<file path="config.mk">
export PLATFORM = sky130hd
export DESIGN_NAME = fifo_wr_arbiter_flat
export DESIGN_NICKNAME = d
export VERILOG_FILES = /design/src/rtl/fifo_wr_arbiter_if.sv /design/src/rtl/fifo_wr_arbiter.sv /design/src/flat_wrapper.sv
export SDC_FILE = /design/constraint.sdc
export NUM_CORES = 1
export LEC_CHECK = 0
export BUFFER_PORTS_ARGS = -buffer_cell sky130_fd_sc_hd__buf_2
export CAP_MARGIN = 20
export CORE_MARGIN = 10
export CORE_UTILIZATION = 30
export CTS_BUF_LIST = sky130_fd_sc_hd__clkbuf_4
export CTS_CLUSTER_SIZE = 20
export DETAILED_ROUTE_END_ITERATION = 10
export PLACE_DENSITY = 0.79
export SLEW_MARGIN = 40
export SYNTH_ARGS = -nofsm -noshare
export SYNTH_HDL_FRONTEND = slang
export SYNTH_SLANG_ARGS = --single-unit
</file>
<file path="constraint.sdc">
create_clock -name clk -period 1.9 [get_ports clk]
set_clock_uncertainty 0.2 [all_clocks]
set_input_delay 0 -clock clk [delete_from_list [all_inputs] [get_ports clk]]
set_output_delay 0 -clock clk [all_outputs]
set_load 0.005 [all_outputs]
</file>
<file path="src/rtl/fifo_wr_arbiter_if.sv">
// Requester-side valid/ready bundle plus the FIFO write port for fifo_wr_arbiter.
// With FIFO_ARB_TAG_EN defined, fifo_data also carries the source index.
interface fifo_wr_arbiter_if #(
  parameter int NUM_PORTS  = 4,
  parameter int DATA_WIDTH = 32
);
  localparam int IW = $clog2(NUM_PORTS);
`ifdef FIFO_ARB_TAG_EN
  localparam int FIFO_WIDTH = DATA_WIDTH + 1 + IW;
`else
  localparam int FIFO_WIDTH = DATA_WIDTH + 1;
`endif

  logic [NUM_PORTS-1:0]            s_tvalid;
  logic [NUM_PORTS-1:0]            s_tready;
  logic [NUM_PORTS*DATA_WIDTH-1:0] s_tdata;
  logic [NUM_PORTS-1:0]            s_tlast;
  logic [FIFO_WIDTH-1:0]           fifo_data;
  logic                            fifo_wr;
  logic                            fifo_full;
  logic                            grant_valid;
  logic [IW-1:0]                   grant_idx;

  modport slave (
    input  s_tvalid, s_tdata, s_tlast, fifo_full,
    output s_tready, fifo_data, fifo_wr,
    output grant_valid, grant_idx
  );

  modport master (
    output s_tvalid, s_tdata, s_tlast, fifo_full,
    input  s_tready, fifo_data, fifo_wr,
    input  grant_valid, grant_idx
  );
endinterface

</file>
<file path="src/rtl/fifo_wr_arbiter.sv">
// Packet-locked round-robin arbiter sharing one sync_fifo write port.
// Optional FIFO_ARB_TAG_EN prepends the granted index to fifo_data.
module fifo_wr_arbiter #(
  parameter int NUM_PORTS  = 4,
  parameter int DATA_WIDTH = 32,
  parameter int MAX_BURST  = 16
) (
  input  logic             clk,
  input  logic             rst,
  fifo_wr_arbiter_if.slave bus
);
  localparam int IW = $clog2(NUM_PORTS);
  localparam int CW = $clog2(MAX_BURST) + 1;

  localparam logic [0:0] S_IDLE   = 1'b0;
  localparam logic [0:0] S_LOCKED = 1'b1;

  localparam logic [CW-1:0] CNT_CAP  = CW'(MAX_BURST - 1);
  localparam logic [IW-1:0] LAST_RST = IW'(NUM_PORTS - 1);

  logic [0:0]            state_q, state_d;
  logic [IW-1:0]         grant_q, grant_d;
  logic [IW-1:0]         last_q, last_d;
  logic [CW-1:0]         cnt_q, cnt_d;

  logic                  pick_any;
  logic [IW-1:0]         pick_idx;
  logic                  locked;
  logic                  beat;
  logic                  done;
  logic                  g_valid;
  logic                  g_last;
  logic [DATA_WIDTH-1:0] g_data;

  // Descending scan so the nearest requester after last_q wins.
  always_comb begin
    pick_any = 1'b0;
    pick_idx = '0;
    for (int k = NUM_PORTS; k >= 1; k--) begin
      if (bus.s_tvalid[(int'(last_q) + k) % NUM_PORTS]) begin
        pick_any = 1'b1;
        pick_idx = IW'((int'(last_q) + k) % NUM_PORTS);
      end
    end
  end

  assign g_valid = bus.s_tvalid[grant_q];
  assign g_last  = bus.s_tlast[grant_q];
  assign g_data  = bus.s_tdata[grant_q*DATA_WIDTH +: DATA_WIDTH];

  assign locked = (state_q == S_LOCKED) & ~rst;
  assign beat   = locked & g_valid & ~bus.fifo_full;
  assign done   = beat & (g_last | (cnt_q == CNT_CAP));

  always_comb begin
    bus.s_tready = '0;
    if (locked & ~bus.fifo_full) begin
      bus.s_tready[grant_q] = 1'b1;
    end
  end

  assign bus.fifo_wr     = beat;
  assign bus.grant_valid = (state_q == S_LOCKED);
  assign bus.grant_idx   = grant_q;

`ifdef FIFO_ARB_TAG_EN
  assign bus.fifo_data = {grant_q, g_last, g_data};
`else
  assign bus.fifo_data = {g_last, g_data};
`endif

  always_comb begin
    state_d = state_q;
    grant_d = grant_q;
    last_d  = last_q;
    cnt_d   = cnt_q;
    unique case (state_q)
      S_IDLE: begin
        if (pick_any) begin
          state_d = S_LOCKED;
          grant_d = pick_idx;
          cnt_d   = '0;
        end
      end
      S_LOCKED: begin
        if (beat) begin
          cnt_d = cnt_q + 1'b1;
        end
        if (done) begin
          state_d = S_IDLE;
          last_d  = grant_q;
        end
      end
    endcase
  end

  always_ff @(posedge clk) begin
    if (rst) begin
      state_q <= S_IDLE;
      grant_q <= '0;
      last_q  <= LAST_RST;
      cnt_q   <= '0;
    end else begin
      state_q <= state_d;
      grant_q <= grant_d;
      last_q  <= last_d;
      cnt_q   <= cnt_d;
    end
  end
endmodule
</file>
<file path="src/flat_wrapper.sv">
// flat-port wrapper written by rule: the top's interface ports become plain ports
module fifo_wr_arbiter_flat 
#(
  parameter int NUM_PORTS  = 4,
  parameter int DATA_WIDTH = 32,
  parameter int MAX_BURST  = 16
)
  (clk, rst, bus_s_tvalid, bus_s_tdata, bus_s_tlast, bus_fifo_full, bus_s_tready, bus_fifo_data, bus_fifo_wr, bus_grant_valid, bus_grant_idx);
  fifo_wr_arbiter_if #(.NUM_PORTS(NUM_PORTS), .DATA_WIDTH(DATA_WIDTH)) bus_i ();
  input  logic clk;
  input  logic rst;
  input wire logic [$bits(bus_i.s_tvalid)-1:0] bus_s_tvalid;
  input wire logic [$bits(bus_i.s_tdata)-1:0] bus_s_tdata;
  input wire logic [$bits(bus_i.s_tlast)-1:0] bus_s_tlast;
  input wire logic [$bits(bus_i.fifo_full)-1:0] bus_fifo_full;
  output wire logic [$bits(bus_i.s_tready)-1:0] bus_s_tready;
  output wire logic [$bits(bus_i.fifo_data)-1:0] bus_fifo_data;
  output wire logic [$bits(bus_i.fifo_wr)-1:0] bus_fifo_wr;
  output wire logic [$bits(bus_i.grant_valid)-1:0] bus_grant_valid;
  output wire logic [$bits(bus_i.grant_idx)-1:0] bus_grant_idx;
  assign bus_i.s_tvalid = bus_s_tvalid;
  assign bus_i.s_tdata = bus_s_tdata;
  assign bus_i.s_tlast = bus_s_tlast;
  assign bus_i.fifo_full = bus_fifo_full;
  assign bus_s_tready = bus_i.s_tready;
  assign bus_fifo_data = bus_i.fifo_data;
  assign bus_fifo_wr = bus_i.fifo_wr;
  assign bus_grant_valid = bus_i.grant_valid;
  assign bus_grant_idx = bus_i.grant_idx;
  fifo_wr_arbiter #(.NUM_PORTS(NUM_PORTS), .DATA_WIDTH(DATA_WIDTH), .MAX_BURST(MAX_BURST)) u_core (.clk(clk), .rst(rst), .bus(bus_i));
endmodule
</file>
---- Word-level counts from Yosys, hierarchy flattened ----
Cells that the tools add are included.
storage, ports and cells
  bits of input ports ..................... 139
  logic and storage cells ................. 73
  output and inout bits ................... 41
  register bits after elaboration ......... 10
operators by class
  $lt $le $gt $ge ......................... 6
  equality and inequality tests ........... 3
  muxes and demuxes ....................... 33
  add/subtract/negate cells ............... 5
  shift-type cells ........................ 1
  reduce and logical (&&, ||, !) cells .... 8
  bitwise logic cells ..................... 13
operator list
  operator                                                                             number
  128-bit by 8-bit variable part select with 32-bit output                             1
  1-bit 2-to-1 mux                                                                     17
  3-bit by 4-bit less-than comparator with 1-bit output, second input constant         4
  1-bit binary-select mux with 2-bit select                                            6
  5-bit 2-to-1 mux                                                                     2
  5-bit one-hot mux with 2 select lines                                                1
  2-bit 2-to-1 mux                                                                     4
  2-bit OR reduction                                                                   4
  2-bit AND reduction                                                                  3
  5-bit by 1-bit adder with 5-bit output, second input constant                        1
  1-bit AND                                                                            5
  5-bit by 4-bit == test with 1-bit output, second input constant                      1
  2-bit by 1-bit adder with 2-bit output, second input constant                        2
  2-bit adder, second input constant                                                   2
  1-bit AND, first input constant                                                      4
  4-bit 2-to-1 mux                                                                     1
  2-bit by 3-bit less-than comparator with 1-bit output, second input constant         1
  1-bit NOT                                                                            3
  1-bit demux with 2-bit select                                                        1
  2-bit by 1-bit greater-or-equal comparator with 1-bit output, second input constant  1
  2-bit by 1-bit inequality test with 1-bit output, second input constant              1
  2-bit inequality test, second input constant                                         1
  1-bit one-hot mux with 2 select lines                                                1
  1-bit logical AND                                                                    1
  1-bit bitwise OR                                                                     1

---- Depth between registers and ports, before layout ----
  word-level depth ........................ 12
  gate-level depth with buffers ........... 6
  mapped depth without buffers ............ 6

---- Worst setup path before layout ----
No wires, ideal clock.
  path kind ............................... register to register
  from .................................... register u_core.grant_q[0] (netlist: u_core.bus.grant_idx[0])
  to ...................................... register u_core.cnt_q[0]
  slack ................................... 0.106 ns
  clock period less this slack ............ 1.794 ns
  data arrival time ....................... 1.530 ns
  stages on the path, launching flop included .. 6
  data required time ...................... 1.636 ns
  library setup time ...................... 0.064 ns
  cell sequence ........................... dfxtp_1 buf_6 mux4_2 nand2_4 mux2_2 nor2_1
on the way
  longest elaborated chain between the ends .. 6
RTL lines
  what                                       RTL line                RTL
  from (decl)                                fifo_wr_arbiter.sv:22   logic [IW-1:0] grant_q, grant_d;
  from (signal assigned)                     fifo_wr_arbiter.sv:105  grant_q <= grant_d;
  1-bit binary-select mux with 2-bit select  fifo_wr_arbiter.sv:47   assign g_valid = bus.s_tvalid[grant_q];
  1-bit 2-to-1 mux (implied by the code)     fifo_wr_arbiter.sv:47
  1-bit AND (2 in a row)                     fifo_wr_arbiter.sv:52   assign beat = locked & g_valid & ~bus.fifo_full;
  2-bit inequality test (no source line)     n/a
  2-bit AND reduction (no source line)       n/a
  to (signal assigned)                       fifo_wr_arbiter.sv:107  cnt_q <= cnt_d;
  to (decl)                                  fifo_wr_arbiter.sv:24   logic [CW-1:0] cnt_q, cnt_d;
Every way passes these cells. The select of a mux whose other input is x is not followed.
A chain may end at the register's enable or synchronous reset.

---- Worst setup path after layout ----
  from .................................... register u_core.state_q (netlist: u_core.bus.grant_valid)
  to ...................................... register u_core.grant_q[0] (netlist: u_core.bus.grant_idx[0])
on the way
  longest elaborated chain between the ends .. 2
RTL lines
  what                                  RTL line                RTL
  from (decl)                           fifo_wr_arbiter.sv:21   logic [0:0] state_q, state_d;
  from (signal assigned)                fifo_wr_arbiter.sv:104  state_q <= state_d;
  1-bit NOT                             n/a
  2-bit AND reduction (no source line)  n/a
Every way passes these cells.

==> impl_results.md <==
* Met3 GRT Util at under 10%
* CTS clock-pin slew for the worst setup and hold paths at 0.07 ns
* Warnings, synthesis at 0
* Worst Tran Pin Value at just under 0.5 ns
* Drt wl/cell at between 20 and 25 um
* Fill cells at 436
* Post-CTS setup buffers at 0
* Clock Path Buffers at 2
* CP max FO at 9
* DRC viols at 0
* Post-layout instance area at 0.00249 mm2
* Final wirelength at roughly 7500 um
* Setup violators final at 0
* Synth top area share at 51.9%
* Placed cell area at 0.00237 mm2
* Drt pass-1 iters at 4
* Register area share after synthesis at ~14%
* Max VDD drop at slightly above 300 uV
* Clk pwr share at 16.1%
* Internal at ~0.63 mW
* Final ANT Viol Nets at 0
* Outcome: finished, final reports clean
* First DRT Iteration DRCs at 90
* Data arrival, critical path at around 1.8 ns
* Busiest grt layer: met2
* Commonest non-fill, non-tap cell in the layout: buf_2
* GR Util met1 at between 10% and 20%
* IO Port Bufs at ~180
* Peak Freq at between 0.5 and 0.6 GHz
* Cells after Synth at 119
* Syn Nets at 260
* Initial antenna violation count at 3
* Core Area at between 0.004 and 0.005 mm2
* Die X at around 90 um
* Leak at ~1.2 nW
* Met2 Use GR at 32.8%
* Sw Share at between 30 and 40%
* Final worst-path cycle share at 95.3%
* Initial core utilization at a little under a third
* Final Util at between 50% and 60%
* Logic pwr share at a little under 60%
* CTS sink count at 10
* Hold Path Class: primary input to flip-flop
* CTS tree: built
* Area contributors post-synth: mux4_2 (52%), dfxtp_1 (14%), mux2_2 (3.1%)
* Final nets at 442
* Cell accounting for the most synthesized area: mux4_2
* # rows at 25
* Max-slew violations at 0
* Critical Path RT at 1.91 ns
* Largest net degree at the start of global routing at 45
* First-pass GRT wire length at between 10000 and 15000 um
* Vias in the first global route at ~2100
* Share of cells above drive strength 1 at 76.3%
* Avg Cell Area, Syn at 12.0 um2
* Htree depth at 1
* Commonest cells after routing, fill and taps aside: buf_2 (179), mux4_2 (33), nor2_1 (10), dfxtp_1 (8)
* Routed vias at around 1900
* Worst skew pair latency at approximately 0.26 ns
* Flop2flop setup slack at between 0.09 and 0.1 ns
* Vias per cell at approximately 5.3
* CP startpoint kind: flip-flop
* Cell variety after synth at 31
* Switching pwr at between 0.2 and 0.3 mW
* Mapped Area at roughly 0.0014 mm2
* GPL Wtd Cong at a little over 0.9
* Die area at between 0.007 and 0.008 mm2
* Register bit total from synthesis at 10
* GR Overflow Total at 0
* All-Layer GR Usage at roughly 17%
* Fin Setup TNS at 0 ns
* Clock period minus final worst setup slack at about 1.8 ns
* Critical setup path kind: flip-flop to flip-flop
* Boundary Pins at between 150 and 200
* Sequential power share at about 25%
* CTS Root Cell: clkbuf_4
* Dpl hpwl at 6490 um
* Final hold violation count at 0
* Layout Area Growth over Synthesis at 73.7%
* Slew headroom at between 60% and 70%
* Nature of the critical path endpoint: flip-flop
* RSZ-0062 raised after global routing: no
* Max Cap Viol at 0
* Die Y at slightly below 90 um
* CTS buffer count at 3
* PwrDens at around 370 mW/mm2
==> critical path: stages (launching register included) <==
cell and delay, ns:
dfxtp_1 0.40, nor2_1 0.28, nor2_1 0.09, a211oi_1 0.21, dlygate4sd3_1 0.57
==> cell families after synthesis <==
kind of cell               after synthesis  synth area share (%)
buffers and inverters                   18                  6.20
and+or+nand+nor                         33                  13.4
xor gates and xnor gates                 2                  1.22
muxes                                   39                  56.4
adders and majority gates                2                  1.75
DFF                                     10                  14.0
AOI/OAI and AO/OA                       15                  7.08
==> stage by stage <==
stage / cells / worst slack [ns] / hold WS, ns / power (mW)
global route: 357 / 0.00696 / 0.0583 / 0.981
floorplan: 119 / 0.106 / -0.0619 / 0.491
CTS: 353 / 0.0431 / 0.0251 / 0.906
detailed placement: 343 / 0.153 / 0.126 / 0.749
global placement: 343 / 0.190 / 0.121 / 0.737
finish: 357 / 0.0901 / 0.0286 / 0.910
==> cell type report <==
| class | instances | area, um2 | share of cell area, % |
|---|---|---|---|
| Sequential cell | 10 | 205 | 8.25 |
| Clock inverter | 1 | 3.75 | 0.151 |
| Tap cell | 54 | 67.6 | 2.71 |
| Multi-Input combinational cell | 91 | 1140 | 46.0 |
| Clock buffer | 3 | 22.5 | 0.905 |
| Antenna cell | 3 | 7.51 | 0.302 |
| Timing Repair Buffer | 189 | 1020 | 40.8 |
| Inverter | 6 | 22.5 | 0.905 |
==> Yosys cell counts <==
master / n
a211oi_1: 1
a211oi_2: 1
a21oi_1: 2
and3_1: 3
buf_1: 1
buf_2: 8
buf_4: 1
buf_6: 1
clkbuf_1: 1
dfxtp_1: 10
ha_1: 2
inv_1: 6
mux2_2: 4
mux2i_1: 2
mux4_2: 33
nand2_1: 2
nand2_4: 1
nand2b_1: 4
nand3_1: 4
nor2_1: 10
nor2b_1: 2
nor3_1: 4
nor3b_1: 1
nor3b_4: 1
nor4_2: 1
o211ai_1: 1
o21a_1: 1
o21ai_0: 6
o221ai_1: 2
o22a_1: 1
xor2_1: 2
==> path summary, 6_finish.rpt <==
path | from | end | cells after the start
setup / recovery | u_core.bus.grant_valid | u_core.bus.grant_idx[0] | 4
hold / removal | bus_s_tvalid[2] | u_core.bus.grant_valid | 4
setup reg to reg | u_core.bus.grant_valid | u_core.bus.grant_idx[0] | 4
hold reg to reg | u_core.last_q[0] | u_core.last_q[0] | 2
==> power by group through the flow <==
stage	logic, mW	clock network, mW	registers, mW
global placement	0.506	0	0.230
floorplan	0.264	0	0.227
global route	0.587	0.165	0.229
finish	0.535	0.147	0.228
CTS	0.529	0.151	0.226
detailed placement	0.518	0	0.231
==> timing repair <==
item                       4_1_cts  5_1_grt
gates resized for setup          0        2
setup endpoints to repair        0       29
hold endpoints to repair        10        0
hold buffers                     6        0
==> layer usage <==
layer  routed length, um  vias up  part of all wire [%]
met5                   0        -                     0
met4                 317        0                   4.2
met3                 823       26                    11
met2                3940      117                    53
met1                2410      883                    32
li1                    -      851                     -
==> state kept, by name, indices dropped and copies added (netlist names) <==
signal                  flops
u_core.bus.grant_idx        2
u_core.cnt_q                5
u_core.last_q               2
u_core.bus.grant_valid      1
No activity file was read; power rests on OpenSTA's default activity.
